===== config.mk =====
export PLATFORM = sky130hd
export DESIGN_NAME = sdram_port_arbiter
export DESIGN_NICKNAME = d
export VERILOG_FILES = /design/src/rtl/sdram_port_arbiter.sv
export SDC_FILE = /design/constraint.sdc
export NUM_CORES = 1
export LEC_CHECK = 0
export ABC_AREA = 1
export CAP_MARGIN = 40
export CELL_PAD_IN_SITES_DETAIL_PLACEMENT = 1
export CELL_PAD_IN_SITES_GLOBAL_PLACEMENT = 1
export CORE_ASPECT_RATIO = 1.25
export CORE_UTILIZATION = 30
export DETAILED_ROUTE_END_ITERATION = 7
export PLACE_DENSITY = 0.8
export RECOVER_POWER = 25
export SLEW_MARGIN = 15
export SYNTH_ARGS = -nofsm -noshare
export SYNTH_HDL_FRONTEND = slang
export SYNTH_SLANG_ARGS = --single-unit

===== constraint.sdc =====
create_clock -name clock -period 2.3 [get_ports clock]
set_input_delay 0.345 -clock clock [delete_from_list [all_inputs] [get_ports clock]]
set_output_delay 0.345 -clock clock [all_outputs]
set_load 0.1 [all_outputs]

===== src/rtl/sdram_port_arbiter.sv =====
`default_nettype none
`timescale 1ns/1ps
// ============================================================================
// sdram_port_arbiter
//   Shares the sdram_controller host port between display reads and pixel
//   writes; reads win arbitration, with a burst cap so writes cannot starve.
// Revision: 1.0 - initial release
// ============================================================================
module sdram_port_arbiter #(
   parameter int ADDR_W         = 24,
   parameter int DATA_W         = 16,
   parameter int MAX_READ_BURST = 8,
   parameter int ACCEPT_TIMEOUT = 15
) (
   input  logic              clock,
   input  logic              reset,
   input  logic              rd_req,
   input  logic [ADDR_W-1:0] rd_addr,
   output logic              rd_ack,
   output logic [DATA_W-1:0] rd_data,
   input  logic              wr_req,
   input  logic [ADDR_W-1:0] wr_addr,
   input  logic [DATA_W-1:0] wr_data,
   output logic              wr_ack,
   output logic [ADDR_W-1:0] sd_addr,
   output logic [DATA_W-1:0] sd_wr_data,
   output logic              sd_wr_enable,
   output logic              sd_rd_enable,
   input  logic [DATA_W-1:0] sd_rd_data,
   input  logic              sd_rd_ready,
   input  logic              sd_busy,
   output logic              timeout_err,
   output logic [3:0]        read_starve_cnt
);

   localparam int         TMR_W      = $clog2(ACCEPT_TIMEOUT + 1);
   localparam logic [3:0] STARVE_CAP = 4'(MAX_READ_BURST);

   typedef enum logic [2:0] {
      IDLE      = 3'd0,
      RD_ISSUE  = 3'd1,
      RD_WAIT   = 3'd2,
      WR_ISSUE  = 3'd3,
      WR_ACCEPT = 3'd4,
      WR_WAIT   = 3'd5
   } state_t;

   state_t           state;
   state_t           state_nxt;
   logic [TMR_W-1:0] timer;
   logic             timer_expired;
   logic             grant_rd;
   logic             grant_wr;
   logic             rd_done;
   logic             wr_done;
   logic             timeout_hit;

   assign sd_rd_enable  = (state == RD_ISSUE);
   assign sd_wr_enable  = (state == WR_ISSUE);
   assign timer_expired = (timer == TMR_W'(ACCEPT_TIMEOUT - 1));

   always_comb begin
      state_nxt   = state;
      grant_rd    = 1'b0;
      grant_wr    = 1'b0;
      rd_done     = 1'b0;
      wr_done     = 1'b0;
      timeout_hit = 1'b0;
      case (state)
         IDLE: begin
            // The ack cycle is skipped so a still-held request is not granted twice.
            if (!sd_busy && !rd_ack && !wr_ack) begin
               if (rd_req && (!wr_req || read_starve_cnt < STARVE_CAP)) begin
                  grant_rd  = 1'b1;
                  state_nxt = RD_ISSUE;
               end else if (wr_req) begin
                  grant_wr  = 1'b1;
                  state_nxt = WR_ISSUE;
               end
            end
         end
         RD_ISSUE: state_nxt = RD_WAIT;
         RD_WAIT: begin
            if (sd_rd_ready) begin
               rd_done   = 1'b1;
               state_nxt = IDLE;
            end else if (!sd_busy && timer_expired) begin
               timeout_hit = 1'b1;
               state_nxt   = IDLE;
            end
         end
         WR_ISSUE: state_nxt = WR_ACCEPT;
         WR_ACCEPT: begin
            if (sd_busy) begin
               state_nxt = WR_WAIT;
            end else if (timer_expired) begin
               timeout_hit = 1'b1;
               state_nxt   = IDLE;
            end
         end
         WR_WAIT: begin
            if (!sd_busy) begin
               wr_done   = 1'b1;
               state_nxt = IDLE;
            end
         end
         default: state_nxt = IDLE;
      endcase
   end

   always_ff @(posedge clock or posedge reset) begin
      if (reset) begin
         state <= IDLE;
      end else begin
         state <= state_nxt;
      end
   end

   always_ff @(posedge clock or posedge reset) begin
      if (reset) begin
         timer           <= '0;
         rd_ack          <= 1'b0;
         wr_ack          <= 1'b0;
         rd_data         <= '0;
         sd_addr         <= '0;
         sd_wr_data      <= '0;
         timeout_err     <= 1'b0;
         read_starve_cnt <= '0;
      end else begin
         rd_ack <= rd_done;
         wr_ack <= wr_done;
         if (rd_done) begin
            rd_data <= sd_rd_data;
         end
         if (grant_rd) begin
            sd_addr <= rd_addr;
         end
         if (grant_wr) begin
            sd_addr    <= wr_addr;
            sd_wr_data <= wr_data;
         end
         if (timeout_hit) begin
            timeout_err <= 1'b1;
         end
         // Timer freezes in RD_WAIT while the controller reports busy.
         if (state == RD_ISSUE || state == WR_ISSUE) begin
            timer <= '0;
         end else if ((state == RD_WAIT && !sd_busy) || state == WR_ACCEPT) begin
            timer <= timer + 1'b1;
         end
         if (grant_wr || (state == IDLE && !wr_req)) begin
            read_starve_cnt <= '0;
         end else if (grant_rd && wr_req) begin
            read_starve_cnt <= read_starve_cnt + 1'b1;
         end
      end
   end

endmodule
`default_nettype wire


======== Yosys cells after proc, flatten, opt, wreduce, memory -nomap -nowiden ========
Cells that the tools add are included.
word-level totals
  register bits after elaboration ......... 70
  bits of input ports ..................... 86
  output and inout port bits .............. 65
  word-level logic and storage cells ...... 74
operators by class
  add/sub/neg operators ................... 2
  $lt $le $gt $ge ......................... 1
  equality and inequality tests ........... 11
  mux-type cells .......................... 31
  reductions and logical operators ........ 20
operators by type and width
  cell                                               count
  2-to-1 mux 24 bit                                  2
  2-to-1 mux 3 bit                                   8
  one-hot mux 3 bit (6 select lines)                 1
  2-to-1 mux 4 bit                                   4
  2-to-1 mux 1 bit                                   15
  != test 3 bit, second input constant               3
  adder 4 x 1 -> 4 bit, second input constant        2
  logical AND 1 bit                                  7
  == test 3 x 2 -> 1 bit, second input constant      2
  == test 3 bit, second input constant               2
  nonzero test 2 bit                                 3
  AND reduction 5 bit                                1
  == test 4 bit, second input constant               1
  zero test 1 bit                                    4
  logical OR 1 bit                                   4
  less-than comparator 4 bit, second input constant  1
  != test 2 bit, second input constant               2
  == test 3 x 1 -> 1 bit, second input constant      1
  zero test 3 bit                                    1
  one-hot mux 1 bit (2 select lines)                 1

======== Depth between registers and ports, before layout ========
  word-level depth ........................ 9
  gate-level depth with buffers ........... 9
  mapped depth without buffers ............ 8

======== Least setup slack after synthesis ========
No wires, ideal clock.
  kind .................................... register -> output
  start ................................... register state[2]
  end ..................................... output port sd_wr_enable
  arrival time ............................ 1.977 ns
  required time ........................... 1.955 ns
  slack ................................... -0.022 ns
  cell stages (with the launch flop) ...... 4
  buffers on the path ..................... 0
  path through ............................ dfrtp_1 > nor2_1 > inv_1 > nor2_1
on the way
  longest elaborated chain between the ends .. 1
RTL lines
  item                    line  RTL
  from (decl)             48    state_t state;
  from (signal assigned)  115   state <= state_nxt;
  == test 3 x 2 -> 1 bit  59    assign sd_wr_enable = (state == WR_ISSUE);
  to (decl)               27    output logic sd_wr_enable,
Every way passes these cells.

======== Worst setup path after layout ========
Same ends and word-level chain as after synthesis.

==> impl_results.md <==
* Row cnt at 43
* Critical Path AT at 1.52 ns
* Global-route wire length before repair at 18.0 mm
* I/O pin count at 151
* H-Tree Depth at 3
* RSZ-0062 raised after global routing: false
* Hold slack at 0.471 ns
* Syn_nets at 519
* Cell depth of the worst hold path at 1
* Max cap viols at 0
* Max-slew violations at 0
* FF-to-FF Start: state[2]$_DFFE_PP0P_
* Largest family of logic cells by synthesized area: simple AND/OR/NAND/NOR gates
* Die ar. at 12000 sq um
* Finished Cell Area at 5260 sq um
* Vias in the first global route at 3607
* Core Area at 11100 sq um
* Initial Util at 31.1%
* Post-Synth Simple-Gate Area at 37.6%
* Worst setup EP type: output pin
* Final Hold Vio Count at 0
* Ant. Diodes at 0
* Synth Register Bits at 70
* Adder-Cell Fraction of Synth Area at 1.08%
* Status: complete, but fails checks
* Die W at 98.1 um
* Total grt overflow at 0
* Vias post-DR at 3503
* Initial antenna violation count at 0
* Post-Syn Instances at 430
* Total global-route track usage at 19.2%
* Initial drt markers at 102
* Max incr delay on CP at 0.48 ns
* Drt drc at 17
* Post-CTS Setup Inserts at 0
* Share of layout cells above drive strength 1 at 17.6%
* Post-Synth XOR/XNOR Area at 0.506%
* Reg2reg setup slack at 0.61 ns
* Slew @ Worst Pin at 0.910 ns
* Clk sinks at 70
* Failing checks: DRC
* Fin crit period at 1.87 ns
* Hold Path Class: register to register
* Number of fill cells at 1326
* DR vias/cell at 4.86
* Synth Area in Compound Gates at 1.34%
* Chip Height at 122 um
* TNS Setup at 0 ns
* Yosys Warn Count at 0
* Largest net degree at the start of global routing at 32
* DP Area at 4970 sq um
* Skew final at 0.00570 ns
* Final setup fails at 0
* TritonCTS clock tree: yes
* CTS max path bufs at 2
* Post-synth cell types at 22
* CP cell instances: nor2_1 -> inv_1 -> nor2_2 -> buf_12
* Post-CTS sizing at 0
* CP required at 1.96 ns
* CTS buffer count at 9
* Slew HR at 39.3%
* Worst flop-to-flop path endpoint: sd_addr[9]$_DFFE_PP0P_
* Gpl congestion at 0.903
* Drt first pass iters at 6
* Worst hold endpoint: timeout_err$_DFFE_PP0P_
* Slowest CP cell: dfrtp_1
* Buffers added on ports at 150
* DP HPWL at 8.24 mm
* Register area share after synthesis at 50.6%
* Multiplexer share of the synthesized area at 0%
* Syn Std Cell Area at 3460 sq um
* Area growth, synth to finish at 51.9%
* Fmax at 0.536 GHz
* Final Net Count at 670
* Syn Area/Cell at 8.05 sq um
* Hold Crit Start: timeout_err$_DFFE_PP0P_
* Worst-path clk slew at 0.06 ns
* Post-Route WL at 11.1 mm
* CTS Hold Bufs at 0
* Final period util at 81.2%
* Worst-case reg-to-reg path depth at 7
* Startpoint Class: register
* Max FO, Critical Path at 7
* WL per Instance at 15.4 um
* Critical path class: register to output pin
* Detail Route Antenna Nets at 0
* Worst skew pair latency at 0.33 ns
* Root Driver: clkbuf_16
[area by class of cell]
class / instances / area [sq um] / area share [%]
sequential: 70 / 1750 / 33.3
timing repair buffer: 162 / 1460 / 27.9
multi-input combinational: 296 / 1410 / 26.9
clock buffer: 13 / 260 / 4.95
tap: 135 / 169 / 3.21
inverter: 42 / 158 / 3.00
clock inverter: 3 / 42.5 / 0.809
[synth_stat cells, drive strengths merged]
library cell  number  area share (%)
dfrtp             70              51
clkbuf             4            0.43
a21oi              5            0.72
o21ai              3            0.43
nand4              9             1.6
nand3             74              11
o22ai              1            0.18
or2                1            0.18
ha                 3             1.1
nor2              13             2.1
nand3b            25             5.4
buf               18             3.8
nand2            160              18
inv               42             4.6
xor2               2            0.51
[worst max path at each step]
stage / startpoint / endpoint / slack [ns]
after global routing: state[0]$_DFFE_PP0P_ / sd_wr_enable / 0.30
after floorplan: reset / rd_ack$_DFF_PP0_ / 0.19
after detailed placement: wr_req / sd_addr[20]$_DFFE_PP0P_ / 0.30
final: state[2]$_DFFE_PP0P_ / sd_wr_enable / 0.43
after CTS: state[2]$_DFFE_PP0P_ / sd_wr_enable / 0.42
after global placement: wr_req / sd_addr[20]$_DFFE_PP0P_ / 0.31
[cell families after synthesis]
group                      Yosys count
buffers and inverters               64
adders and majority gates            3
DFF                                 70
AOI/OAI and AO/OA                    9
xor gates and xnor gates             2
and+or+nand+nor                    282
[critical path: cells and delay by family (launching register included)]
kind                   cells  cell delay, ns
buffers and inverters      2            0.34
DFF                        1            0.48
and+or+nand+nor            2            0.37
[state kept, by name, summed over array words and instances (netlist names)]
name             cells
timeout_err          1
timer                4
state                3
wr_ack               1
sd_wr_data          16
rd_data             16
sd_addr             24
read_starve_cnt      4
rd_ack               1
[layer usage]
layer	routed length (um)	part of all wire, %	global-route usage (%)	vias to the layer above
met4	135	1.2	5.21	0
met1	4590	41	23.4	1673
li1	-	-	-	1672
met5	0	0	0	-
met2	5410	49	32.9	147
met3	970	8.7	6.02	11
[stage by stage]
step                      cells  utilization, %  worst slack, ns
after floorplan             430               -            0.187
after global placement      705            44.6            0.305
after detailed placement    705            44.6            0.298
after CTS                   721            47.3            0.422
after global routing        721            47.2            0.298
final                       721            47.2            0.434
[placed cells by master, fill, tap and decap left out]
cell type and count:
clkbuf_16 9, nand3_1 74, nand2_2 3, nand2_1 157, or2_2 1, nand3b_1 25, clkbuf_1 2, clkbuf_2 1
nor2_1 8, nand4_1 9, nor2_2 1, o21ai_0 1, clkinvlp_4 1, dlygate4sd3_1 1, nor2_4 4, clkdlybuf4s50_1 84
buf_4 73, o22ai_1 1, ha_1 3, a21oi_1 5, inv_1 39, bufinv_16 1, buf_12 3, dfrtp_1 70
inv_2 3, o21ai_1 2, clkbuf_8 2, clkinv_2 1, xor2_1 2
Power is not shown: default switching activity piles up to over one toggle a cycle in this logic, so the estimate is an artifact.
